## src/rtl/key_move_scheduler_if.sv

```systemverilog
// key_move_scheduler_if: keyboard-side inputs and game-side position outputs
// of the arrow-key move scheduler, bundled so both ends share one definition.
// master = keyboard/game side, slave = the scheduler itself.
interface key_move_scheduler_if #(
    parameter int POS_W = 10
);
    logic [3:0]       keys;        // [0]=up [1]=down [2]=right [3]=left
    logic             pause;       // 1 = freeze scheduling and position
    logic [POS_W-1:0] pos_x;       // square x position
    logic [POS_W-1:0] pos_y;       // square y position
    logic             step_pulse;  // high in the cycle a new position is visible
    logic [3:0]       dir;         // resolved direction of the last step

    modport master (
        output keys, pause,
        input  pos_x, pos_y, step_pulse, dir
    );

    modport slave (
        input  keys, pause,
        output pos_x, pos_y, step_pulse, dir
    );
endinterface

```

## src/rtl/key_move_scheduler.sv

```systemverilog
// key_move_scheduler: converts held arrow keys into timed position steps.
// One step on press, first repeat DELAY_CYC cycles later, then one step every
// REPEAT_CYC cycles while the resolved direction stays the same. Owns the
// player position registers.
// Build option: define MOVE_WRAP_EN to wrap around the play-field edges
// instead of clamping to them. Ports are identical in both builds.
module key_move_scheduler #(
    parameter int POS_W      = 10,
    parameter int X_MAX      = 620,
    parameter int Y_MAX      = 460,
    parameter int X_INIT     = 310,
    parameter int Y_INIT     = 230,
    parameter int STEP       = 4,
    parameter int DELAY_CYC  = 12_500_000,
    parameter int REPEAT_CYC = 2_500_000
) (
    input  logic                clk_50,
    input  logic                reset,
    key_move_scheduler_if.slave bus
);

    typedef enum logic [1:0] {IDLE, DELAY, REPEAT} state_t;

    // Per-axis movement: none, positive (right/down) or negative (left/up).
    typedef enum logic [1:0] {D_ZERO = 2'b00, D_POS = 2'b01, D_NEG = 2'b11} delta_t;

    typedef struct packed {
        delta_t dx;
        delta_t dy;
    } vec_t;

    localparam logic [POS_W-1:0] STEP_P   = POS_W'(STEP);
    localparam logic [POS_W:0]   STEP_W   = (POS_W+1)'(STEP);
    localparam logic [POS_W-1:0] X_MAX_P  = POS_W'(X_MAX);
    localparam logic [POS_W-1:0] Y_MAX_P  = POS_W'(Y_MAX);
    localparam logic [POS_W-1:0] X_INIT_P = POS_W'(X_INIT);
    localparam logic [POS_W-1:0] Y_INIT_P = POS_W'(Y_INIT);
    // The counter is loaded with N-1 and the step fires when it reads zero,
    // so consecutive steps are exactly N cycles apart (N=1 steps every cycle).
    localparam logic [31:0] DELAY_LOAD  = 32'(DELAY_CYC - 1);
    localparam logic [31:0] REPEAT_LOAD = 32'(REPEAT_CYC - 1);

    // One axis update; the sum is formed one bit wider so overflow past
    // the edge is detected rather than wrapping silently.
    function automatic logic [POS_W-1:0] move_axis(
        input logic [POS_W-1:0] p,
        input delta_t           d,
        input logic [POS_W-1:0] max_p
    );
        logic [POS_W:0]   sum;
        logic [POS_W-1:0] res;
        sum = {1'b0, p} + STEP_W;
        res = p;
        case (d)
            D_POS: begin
                if (sum > {1'b0, max_p}) begin
`ifdef MOVE_WRAP_EN
                    res = '0;
`else
                    res = max_p;
`endif
                end else begin
                    res = sum[POS_W-1:0];
                end
            end
            D_NEG: begin
                if (p < STEP_P) begin
`ifdef MOVE_WRAP_EN
                    res = max_p;
`else
                    res = '0;
`endif
                end else begin
                    res = p - STEP_P;
                end
            end
            default: res = p;
        endcase
        return res;
    endfunction

    state_t           state, state_d;
    logic [31:0]      cnt, cnt_d;
    vec_t             dv, dv_q;
    logic             active;
    logic             changed;
    logic             do_step;
    logic [3:0]       step_dir;
    logic [POS_W-1:0] pos_x_q, pos_y_q;
    logic [POS_W-1:0] pos_x_n, pos_y_n;
    logic             step_q;
    logic [3:0]       dir_q;

    // Resolve the four key levels into a movement vector; opposing keys cancel.
    always_comb begin
        // NOTE: every combinational output gets a default first so no path
        // leaves it unassigned, which would otherwise infer a latch.
        dv.dx = D_ZERO;
        dv.dy = D_ZERO;
        if (bus.keys[0] && !bus.keys[1]) dv.dy = D_NEG;
        else if (bus.keys[1] && !bus.keys[0]) dv.dy = D_POS;
        if (bus.keys[2] && !bus.keys[3]) dv.dx = D_POS;
        else if (bus.keys[3] && !bus.keys[2]) dv.dx = D_NEG;
    end

    assign active   = (dv.dx != D_ZERO) || (dv.dy != D_ZERO);
    assign changed  = (dv != dv_q);
    assign step_dir = {dv.dx == D_NEG, dv.dx == D_POS, dv.dy == D_POS, dv.dy == D_NEG};
    assign pos_x_n  = move_axis(pos_x_q, dv.dx, X_MAX_P);
    assign pos_y_n  = move_axis(pos_y_q, dv.dy, Y_MAX_P);

    // Scheduler next state: decides whether this cycle steps and reloads the timer.
    always_comb begin
        state_d = state;
        cnt_d   = cnt;
        do_step = 1'b0;
        if (bus.pause) begin
            state_d = IDLE;
            cnt_d   = '0;
        end else begin
            case (state)
                IDLE: begin
                    if (active) begin
                        do_step = 1'b1;
                        cnt_d   = DELAY_LOAD;
                        state_d = DELAY;
                    end
                end
                DELAY, REPEAT: begin
                    if (!active) begin
                        state_d = IDLE;
                        cnt_d   = '0;
                    end else if (changed) begin
                        // A new direction restarts the typematic delay.
                        do_step = 1'b1;
                        cnt_d   = DELAY_LOAD;
                        state_d = DELAY;
                    end else if (cnt == '0) begin
                        do_step = 1'b1;
                        cnt_d   = REPEAT_LOAD;
                        state_d = REPEAT;
                    end else begin
                        cnt_d   = cnt - 32'd1;
                    end
                end
                default: begin
                    state_d = IDLE;
                    cnt_d   = '0;
                end
            endcase
        end
    end

    // State, timer and position registers; reset dominates every other input.
    always_ff @(posedge clk_50) begin
        // NOTE: clocked state uses non-blocking assignments so every register
        // samples the pre-edge values regardless of statement order.
        if (reset) begin
            state   <= IDLE;
            cnt     <= '0;
            dv_q    <= '{dx: D_ZERO, dy: D_ZERO};
            pos_x_q <= X_INIT_P;
            pos_y_q <= Y_INIT_P;
            step_q  <= 1'b0;
            dir_q   <= '0;
        end else begin
            state  <= state_d;
            cnt    <= cnt_d;
            step_q <= do_step;
            if (do_step) begin
                dv_q    <= dv;
                pos_x_q <= pos_x_n;
                pos_y_q <= pos_y_n;
                dir_q   <= step_dir;
            end
        end
    end

    assign bus.pos_x      = pos_x_q;
    assign bus.pos_y      = pos_y_q;
    assign bus.step_pulse = step_q;
    assign bus.dir        = dir_q;

endmodule
```

## src/flat_wrapper.sv

```systemverilog
// flat-port wrapper written by rule: the top's interface ports become plain ports
module key_move_scheduler_flat 
#(
    parameter int POS_W      = 10,
    parameter int X_MAX      = 620,
    parameter int Y_MAX      = 460,
    parameter int X_INIT     = 310,
    parameter int Y_INIT     = 230,
    parameter int STEP       = 4,
    parameter int DELAY_CYC  = 12_500_000,
    parameter int REPEAT_CYC = 2_500_000
)
  (clk_50, reset, bus_keys, bus_pause, bus_pos_x, bus_pos_y, bus_step_pulse, bus_dir);
  key_move_scheduler_if #(.POS_W(POS_W)) bus_i ();
  input  logic clk_50;
  input  logic reset;
  input wire logic [$bits(bus_i.keys)-1:0] bus_keys;
  input wire logic [$bits(bus_i.pause)-1:0] bus_pause;
  output wire logic [$bits(bus_i.pos_x)-1:0] bus_pos_x;
  output wire logic [$bits(bus_i.pos_y)-1:0] bus_pos_y;
  output wire logic [$bits(bus_i.step_pulse)-1:0] bus_step_pulse;
  output wire logic [$bits(bus_i.dir)-1:0] bus_dir;
  assign bus_i.keys = bus_keys;
  assign bus_i.pause = bus_pause;
  assign bus_pos_x = bus_i.pos_x;
  assign bus_pos_y = bus_i.pos_y;
  assign bus_step_pulse = bus_i.step_pulse;
  assign bus_dir = bus_i.dir;
  key_move_scheduler #(.POS_W(POS_W), .X_MAX(X_MAX), .Y_MAX(Y_MAX), .X_INIT(X_INIT), .Y_INIT(Y_INIT), .STEP(STEP), .DELAY_CYC(DELAY_CYC), .REPEAT_CYC(REPEAT_CYC)) u_core (.clk_50(clk_50), .reset(reset), .bus(bus_i));
endmodule
```

## config.mk

```make
export PLATFORM = sky130hd
export DESIGN_NAME = key_move_scheduler_flat
export DESIGN_NICKNAME = d
export VERILOG_FILES = /design/src/rtl/key_move_scheduler_if.sv /design/src/rtl/key_move_scheduler.sv /design/src/flat_wrapper.sv
export SDC_FILE = /design/constraint.sdc
export NUM_CORES = 1
export LEC_CHECK = 0
export CAP_MARGIN = 20
export CORE_AREA = 2 2 116 73
export CTS_CLUSTER_DIAMETER = 120
export DETAILED_ROUTE_END_ITERATION = 7
export DIE_AREA = 0 0 118 75
export PLACE_DENSITY = 0.75
export SLEW_MARGIN = 20
export SYNTH_ARGS = -nofsm -noshare
export SYNTH_HDL_FRONTEND = slang
export SYNTH_SLANG_ARGS = --single-unit
```

## constraint.sdc

```tcl
create_clock -name clk_50 -period 2.4 [get_ports clk_50]
set_input_delay 0.6 -clock clk_50 [delete_from_list [all_inputs] [get_ports clk_50]]
set_output_delay 0.6 -clock clk_50 [all_outputs]
set_load 0.05 [all_outputs]
```

==> metrics.txt, run 1 <==
status finished, violations left; failing checks negative setup slack; clock buffer depth 2; r2r startpoint u_core.cnt[18]; Clk pwr share 34.8%; Final Slew Violations 0; Max Clk Rate around 0.36 GHz; CP Cell Sequence or4_4, or4_4, buf_6, nor3_4, buf_6, nand2b_4, buf_6, nor2_2, nor2_1, a311oi_1; largest net degree at the start of global routing 35; NetSw 1.196 mW; crit share post-route 115.0%; combinational share of power between 30% and 40%; H-tree depth 3; 1st-pass router iterations 6; GR Overflow Total 0; post-synth top area cell dfxtp_1; Main synth FF type dfxtp_1; # port buffers 29; placed insts 733; switch share 33.99%; Seq pwr share 31.3%; Clock Latency Late Sink 0.34 ns; Layout area overhead 47.88%; internal power 2.323 mW; Hold Vio Cnt, Final 0; critical path data required time 2.58 ns; GRT Total Usage 31.37%; CTS tree yes; Hold Path End u_core.cnt[7]; fraction of registers with async set/reset 0%; power density over cell area 593.6 nW/um^2; Leak Pwr approximately 2.4 nW; Register-to-Register Path Depth 10; cells after synthesis 535; row count 25; #FFs+latches synth 59; Reg-to-Reg End u_core.cnt[24]; Worst VDD drop 369.1 uV; Worst path max stage delay 0.59 ns; first-pass GRT wire length 21.90 mm; die width 118 um; antenna violations before repair 0; CP Data Arrival Time about 2.9 ns; via count 5073; CP max-delay cell or4_4; Seq/Total Area, Yosys between 20% and 30%; hold wc startpoint u_core.cnt[7]; hold path depth 2; Slew @ Worst Pin 0.6833 ns; DP HPWL about 9 mm; CP Class reg -> reg; Vias/cell 6.554; post-DR wirelength/cell just under 20 um; RePlAce Congestion 0.9419; antenna cells 0; Crit Path Max Fanout 8; number of enable flip-flop cells after synthesis 0; vias in the first global route 4552; Yosys top cell area share ~30%; Synth cell types 75; starting density of the core 51.89%; largest cells by area after synthesis dfxtp_1, nor2_1, o21ai_0; Core Util, Final 76.73%; unrepaired setup endpoints after global routing yes; total CTS buffers 9; nets approximately 680; Post-route DRC 0; die height 75 um; clk_skew 0.006122 ns; Hold Crit Class reg -> reg; WHS around 0.48 ns; R2R Setup Slk -0.36 ns; CP Capture Type register; IO Pins 32; Slew headroom 54.45%; placed instance area 5031 sq um; startpoint types register; Cell Count, Final, Fillers Out 774; DIE AREA 8850 sq um; ANT nets after route 0; clock-pin slew on the worst setup and hold paths 0.05 ns; mean post-synth cell area 7.493 sq um; cell area after layout 5928 sq um; layout cells sized above 1 35.74%; Setup WS pre-CTS -0.6244 ns; clk sinks a little under 60; most frequent CP cell buf_6; yosys warns 0; Final min period 2.761 ns; WL final 15.22 mm; final setup fails 57; post-synthesis instance area 4009 sq um; setup ws final -0.3606 ns; Core Region 7726 sq um; Root Driver clkbuf_16; Layout fillers 483; max cap viols 0; 1st-iter DRT viols 609
==> sequential cells by signal, indices dropped and copies added (netlist names) <==
| register | flops |
|---|---|
| u_core.cnt | 32 |
| u_core.bus.pos_x | 9 |
| u_core.bus.pos_y | 9 |
| u_core.bus.dir | 3 |
| u_core.dv_q | 3 |
| u_core.state | 2 |
| u_core.bus.step_pulse | 1 |
==> cell type report <==
class	instances	area [sq um]	area share, %
Inverter	23	86.33	1.456
Timing Repair Buffer	151	1303	21.97
Multi-Input combinational cell	418	2929	49.41
Clock inverter	2	10.01	0.1688
Tap cell	108	135.1	2.279
Sequential cell	59	1195	20.16
Clock buffer	13	270.3	4.559
==> timing repair <==
action	in CTS	in global routing
gates cloned	3	0
pin swaps	20	42
buffers inserted	16	8
resized for setup	53	68
hold buffers	0	0
endpoints found under the hold margin	0	0
endpoints found under the setup margin	59	60
==> power groups by stage <==
stage	Combinational, mW	Sequential (mW)	Clock (mW)
4_1_cts	1.03	1.09	1.23
3_5_place_dp	0.931	1.11	0
5_1_grt	1.25	1.11	1.28
6_report	1.19	1.10	1.23
2_1_floorplan	0.516	1.17	0
3_3_place_gp	0.905	1.11	0
==> metrics by stage <==
stage                     TNS, ns  power, mW
final                      -10.63      3.519
after CTS                  -5.230      3.360
after detailed placement   -25.41      2.043
after global routing       -13.96      3.634
after floorplan           -0.6477      1.682
after global placement     -21.42      2.013
==> worst max-delay path: cells and delay by family, from the launching register on <==
kind | cells | cell delay (ns)
and+or+nand+nor | 6 | 1.74
buffers and inverters | 3 | 0.44
DFF | 1 | 0.32
AOI/OAI and AO/OA | 1 | 0.08
==> logic make-up (layout without fill, tap and decap cells) <==
kind of cell	Yosys count	count (layout)	share of synthesized area [%]
AOI/OAI and AO/OA	154	155	25.00
other	1	2	0.09354
muxes	8	8	1.998
DFF	59	59	29.46
xor gates and xnor gates	8	8	1.748
adders and majority gates	14	14	4.307
buffers and inverters	61	189	7.335
and+or+nand+nor	230	231	30.06
==> placed cells by master (no fill, tap or decap), types with 4 or more instances in the layout <==
cell type / count
inv_1: 18
clkdlybuf4s50_1: 21
dfxtp_2: 8
or3_1: 6
a21o_1: 4
nor4_1: 7
a311oi_1: 4
nand2_1: 53
nor2_2: 5
inv_2: 4
buf_4: 99
a31oi_1: 15
or4_4: 6
a21oi_1: 25
ha_1: 8
nand2b_1: 6
nor3b_1: 4
mux2i_1: 8
dfxtp_1: 50
clkbuf_16: 9
nand4_1: 7
xnor2_1: 4
a21oi_2: 9
nor3_1: 14
o211ai_1: 4
o21ai_2: 13
dlygate4sd2_1: 5
nor2_1: 59
buf_6: 22
nand3_1: 9
nand3b_1: 11
o21ai_1: 12
o21ai_0: 20
==> synth_stat cells, types with 4 or more instances <==
| library cell | count |
|---|---|
| nor3_1 | 18 |
| ha_1 | 13 |
| nand3b_1 | 11 |
| nand4_1 | 7 |
| o211ai_1 | 4 |
| or3_1 | 8 |
| inv_1 | 22 |
| o41ai_1 | 4 |
| or4_4 | 4 |
| mux2i_1 | 8 |
| a311oi_1 | 4 |
| a31oi_1 | 16 |
| a21o_1 | 4 |
| nor4_1 | 8 |
| dfxtp_1 | 59 |
| buf_4 | 6 |
| buf_2 | 6 |
| nand2b_1 | 8 |
| nor2_1 | 67 |
| clkbuf_1 | 21 |
| o21ai_0 | 42 |
| nor3b_1 | 4 |
| xnor2_1 | 5 |
| nand3_1 | 10 |
| nand2_1 | 55 |
| a21oi_1 | 36 |
==> per-layer routing <==
| layer | wire (um) | up-vias | GRT usage [%] |
|---|---|---|---|
| li1 | - | 2215 | - |
| met1 | 5937 | 2355 | 38.79 |
| met2 | 6896 | 397 | 52.84 |
| met3 | 1643 | 106 | 7.500 |
| met4 | 740 | 0 | 15.66 |
| met5 | 0 | - | 0 |
==> worst max-delay path by stage <==
stage,from,to,slack [ns]
2_1_floorplan,u_core.bus.pos_y[5],u_core.bus.pos_y[8],-0.12
3_3_place_gp,bus_keys[0],u_core.cnt[14],-0.51
3_5_place_dp,bus_keys[0],u_core.bus.pos_y[4],-0.62
4_1_cts,u_core.cnt[19],u_core.bus.pos_y[5],-0.22
5_1_grt,u_core.cnt[18],u_core.cnt[24],-0.39
6_report,u_core.cnt[18],u_core.cnt[24],-0.36
No activity file was read; power rests on OpenSTA's default activity.
==> run 2: changes to the inputs <==
Settings changed: CORE_AREA 2 2 116 73 to 2 2 125 79, DIE_AREA 0 0 118 75 to 0 0 127 81, PLACE_DENSITY 0.75 to 0.66.
==> metrics.txt, run 2 (synthesis results as in run 1) <==
status finished, violations left (unchanged); failing checks negative setup slack (unchanged); Slew headroom 52.16% (was 54.45%); CP Class reg -> reg (unchanged); WHS 0.4605 ns (was 0.4751 ns); combinational share of power 33.9% (about the same); Vias/cell 6.031 (was 6.554); antenna violations before repair 0 (unchanged); placed insts 744 (was 733); die width 127 um (was 118 um); GRT Total Usage 24.77% (was 31.37%); max reg flops 32 (unchanged); vias in the first global route 4147 (was 4552); DIE AREA 10290 sq um (was 8850 sq um); cts hold-fix bufs 0 (unchanged); Worst VDD drop 368.8 uV (was 369.1 uV); total CTS buffers 9 (unchanged); power density over cell area 575.6 nW/um^2 (was 593.6 nW/um^2); H-tree depth 3 (unchanged); 1st-pass router iterations 6 (unchanged); via count 4692 (was 5073); Register-to-Register Path Depth 10 (unchanged); R2R Setup Slk -0.18 ns (was -0.36 ns); RePlAce Congestion 0.9039 (was 0.9419); NetSw 1.153 mW (was 1.196 mW); Final min period 2.583 ns (was 2.761 ns); commonest non-fill, non-tap cell in the layout buf_4 (unchanged); Slew @ Worst Pin 0.7177 ns (was 0.6833 ns); setup ws final -0.1829 ns (was -0.3606 ns); die height 81 um (was 75 um); Hold Crit Class reg -> reg (unchanged); unrepaired setup endpoints after global routing yes (unchanged); Root Driver clkbuf_16 (unchanged); first-pass GRT wire length 20.61 mm (was 21.90 mm); max cap viols 0 (unchanged); internal power 2.255 mW (was 2.323 mW); IO Pins 32 (unchanged); row count 28 (was 25); Cell Count, Final, Fillers Out 778 (was 774); clk_skew 0.004023 ns (was 0.006122 ns); critical path data required time 2.64 ns (was 2.58 ns); register with the most flip-flops u_core.cnt (unchanged); WL final 13.36 mm (was 15.22 mm); Leak Pwr 2.346 nW (was 2.432 nW); Layout area overhead 47.69% (was 47.88%); largest net degree at the start of global routing 35 (unchanged); Final Slew Violations 0 (unchanged); crit share post-route 107.6% (was 115.0%); startpoint types register (unchanged); Clock Latency Late Sink 0.32 ns (was 0.34 ns); CP Capture Type register (unchanged); Hold Vio Cnt, Final 0 (unchanged); DP HPWL 8.639 mm (was 8.837 mm); GR Overflow Total 0 (unchanged); clock buffer depth 2 (unchanged); antenna cells 0 (unchanged); Seq pwr share 32.1% (was 31.3%); Max Clk Rate 0.3872 GHz (was 0.3622 GHz); switch share 33.84% (was 33.99%); CP Data Arrival Time 2.83 ns (was 2.94 ns); Core Region 9319 sq um (was 7726 sq um); post-DR wirelength/cell 17.18 um (was 19.66 um); # port buffers 29 (unchanged); hold path depth 1 (was 2); starting density of the core 43.02% (was 51.89%); clk sinks 59 (unchanged); final setup fails 52 (was 57); CTS tree yes (unchanged); Clk pwr share 34.0% (was 34.8%); clock-pin slew on the worst setup and hold paths 0.05 ns (about the same); ANT nets after route 0 (unchanged); Post-route DRC 0 (unchanged); 1st-iter DRT viols 452 (was 609); layout cells sized above 1 36.78% (was 35.74%); leading cell types in the layout, fill and taps excluded buf_4, nor2_1, dfxtp_1 (was buf_4, nor2_1, nand2_1); nets 674 (was 682); Crit Path Max Fanout 5 (was 8)
==> run 2: final cells by class <==
| class | instances | area (sq um) |
|---|---|---|
| inverter | 23 | 86.33 |
| multi-input combinational | 418 | 2987 |
| clock inverter | 3 | 15.01 |
| timing repair buffer | 143 | 1245 |
| sequential | 59 | 1191 |
| clock buffer | 12 | 246.5 |
| fill | 761 | 3398 |
| tap | 120 | 150.1 |
==> run 2: critical path, stage by stage (launching register included) <==
cell and delay (ns):
dfxtp_2 0.31, or4_4 0.53, or4_4 0.59, buf_6 0.15
nor3_4 0.15, buf_6 0.15, buf_6 0.11, buf_6 0.10
nor2_4 0.04, a31o_2 0.22, a31oi_1 0.15
==> run 2: power groups by stage <==
stage               logic, mW  clock network [mW]  registers (mW)
floorplan               0.516                   0            1.17
global placement        0.917                   0            1.11
detailed placement      0.931                   0            1.11
CTS                      1.03                1.17            1.09
global route             1.23                1.22            1.10
finish                   1.15                1.16            1.09
==> run 2: what timing repair did <==
action	in CTS	in global routing
endpoints found under the setup margin	58	59
setup buffers	13	5
gates cloned	2	0
pin swaps	48	31
resized for setup	69	61
==> run 2: path summary, 6_finish.rpt <==
path               endpoint            from
max           u_core.cnt[4]  u_core.cnt[14]
min          u_core.cnt[22]  u_core.cnt[22]
max reg2reg   u_core.cnt[4]  u_core.cnt[14]
min reg2reg  u_core.cnt[22]  u_core.cnt[22]
==> run 2: per-stage QoR <==
step           setup slack [ns]  setup TNS (ns)  cell area, sq um  utilization (%)  power [mW]
3_3_place_gp            -0.4924          -21.47              5039            54.07       2.024
6_report                -0.1829          -4.830              5921            63.53       3.408
4_1_cts                 -0.1377          -3.496              5662            60.75       3.290
3_5_place_dp            -0.5416          -23.08              5039            54.07       2.040
2_1_floorplan           -0.1181         -0.6477              4086                -       1.682
5_1_grt                 -0.2414          -7.328              5921            63.53       3.547
==> run 2: metal layers <==
metal / GRT usage (%) / up-vias / wire [um]
met5: 0 / - / 0
met4: 6.374 / 0 / 200
met3: 4.743 / 26 / 793
met2: 37.42 / 185 / 5884
met1: 36.26 / 2293 / 6485
li1: - / 2188 / -
==> run 3: changes to the inputs <==
Settings changed: PLACE_DENSITY 0.66 to 0.63.
Clock period 2.4 ns to 3 ns, I/O delays scaled along.
==> metrics.txt, run 3 (synthesis results as in run 1) <==
vias in the first global route 3704 (was 4147); Worst path max stage delay 0.61 ns (was 0.59 ns); max reg flops 32 (unchanged); Clock Latency Late Sink 0.34 ns (was 0.32 ns); Post-route DRC 0 (unchanged); H-tree depth 3 (unchanged); RePlAce Congestion 0.8735 (was 0.9039); cell area after layout 4895 sq um (was 5921 sq um); Layout area overhead 22.10% (was 47.69%); final setup fails 0 (was 52); Core Region 9319 sq um (unchanged); Slew headroom 54.75% (was 52.16%); most frequent CP cell or4_4 (was buf_6); CP Class reg -> reg (unchanged); clock buffer depth 2 (unchanged); DIE AREA 10290 sq um (unchanged); 1st-pass router iterations 5 (was 6); die width 127 um (unchanged); CP Data Arrival Time 3.10 ns (was 2.83 ns); startpoint types register (unchanged); post-DR wirelength/cell 15.82 um (was 17.18 um); GR Overflow Total 0 (unchanged); antenna violations before repair 0 (unchanged); TNS Setup 0 ns (was -4.830 ns); total CTS buffers 9 (unchanged); nets 596 (was 674); status finished clean (was finished, violations left); 1st-iter DRT viols 454 (was 452); Final Slew Violations 0 (unchanged); Setup WS pre-CTS -0.09999 ns (was -0.5416 ns); Setup Fix Bufs, Post-CTS 0 (was 13); starting density of the core 43.02% (unchanged); CP Cell Sequence or4_4, or4_4, nor4_4, o211a_1, buf_4, o21ai_1, a221o_1 (was or4_4, or4_4, buf_6, nor3_4, buf_6, buf_6, buf_6, nor2_4, a31o_2, a31oi_1); Hold Vio Cnt, Final 0 (unchanged); clock-pin slew on the worst setup and hold paths 0.05 ns (about the same); leading cell types in the layout, fill and taps excluded nor2_1, dfxtp_1, nand2_1 (was buf_4, nor2_1, dfxtp_1); Crit Path Max Fanout 9 (was 5); die height 81 um (unchanged); clk_skew 0.008108 ns (was 0.004023 ns); power density over cell area 555.1 nW/um^2 (was 575.6 nW/um^2); largest net degree at the start of global routing 35 (unchanged); IO Pins 32 (unchanged); antenna cells 0 (unchanged); GRT Total Usage 22.48% (was 24.77%); first-pass GRT wire length 18.46 mm (was 20.61 mm); row count 28 (unchanged); Final min period 2.876 ns (was 2.583 ns); WHS 0.4908 ns (was 0.4605 ns); ANT nets after route 0 (unchanged); cts hold-fix bufs 0 (unchanged); crit share post-route 95.87% (was 107.6%); unrepaired setup endpoints after global routing no (was yes); WL final 11.09 mm (was 13.36 mm); Vias/cell 5.987 (was 6.031); CTS tree yes (unchanged); setup ws final 0.1240 ns (was -0.1829 ns); max cap viols 0 (unchanged); placed instance area 4543 sq um (was 5039 sq um); Slew @ Worst Pin 0.6788 ns (was 0.7177 ns); CP max-delay cell or4_4 (unchanged); register with the most flip-flops u_core.cnt (unchanged); CP Capture Type register (unchanged); Core Util, Final 52.52% (was 63.53%); DP HPWL 7.905 mm (was 8.639 mm); # port buffers 29 (unchanged); via count 4197 (was 4692); critical path data required time 3.23 ns (was 2.64 ns); Hold Crit Class reg -> reg (unchanged); Max Clk Rate 0.3477 GHz (was 0.3872 GHz); Worst VDD drop 232.9 uV (was 368.8 uV); Root Driver clkbuf_16 (unchanged); clk sinks 59 (unchanged); post-cts sizing count 0 (was 69); layout cells sized above 1 14.11% (was 36.78%); commonest non-fill, non-tap cell in the layout nor2_1 (was buf_4); Leak Pwr 1.899 nW (was 2.346 nW)
## run 3: path summary, 6_finish.rpt
path                                     start  cells after the start  slack, ns                   to
worst min register to register   u_core.cnt[9]                      2       0.49        u_core.cnt[9]
worst min-delay path             u_core.cnt[9]                      2       0.49        u_core.cnt[9]
worst max register to register  u_core.cnt[19]                      7       0.12  u_core.bus.pos_y[5]
worst max-delay path            u_core.cnt[19]                      7       0.12  u_core.bus.pos_y[5]
## run 3: routing by layer
layer | vias up | wire, um | global-route usage (%) | share of wire [%]
li1 | 2032 | - | - | -
met1 | 1969 | 5505 | 33.00 | 50
met2 | 182 | 4574 | 31.83 | 41
met3 | 14 | 908 | 6.785 | 8.2
met4 | 0 | 102 | 5.714 | 0.92
met5 | - | 0 | 0 | 0
## run 3: worst max-delay path: cells and delay by family, from the launching register on
| kind | cells | cell delay, ns |
|---|---|---|
| buffers and inverters | 1 | 0.18 |
| DFF | 1 | 0.35 |
| and+or+nand+nor | 3 | 1.61 |
| AOI/OAI and AO/OA | 3 | 0.62 |
## run 3: final cells by class
cell class	instances	area, sq um
Tap cell	120	150.1
Sequential cell	59	1181
Clock buffer	11	242.7
Inverter	23	86.33
Fill cell	870	4424
Timing Repair Buffer	67	588.1
Clock inverter	5	100.1
Multi-Input combinational cell	416	2546
## run 3: through the flow
step,power [mW],std cells
finish,2.717,701
global route,2.840,701
CTS,2.724,701
detailed placement,1.518,685
global placement,1.508,685
floorplan,1.327,536
## run 3: power by group
part	internal, mW	leakage [nW]	switching, mW	total (mW)
combinational	0.247	1.25	0.384	0.630
clock	0.830	0.169	0.367	1.20
sequential	0.825	0.482	0.0647	0.889
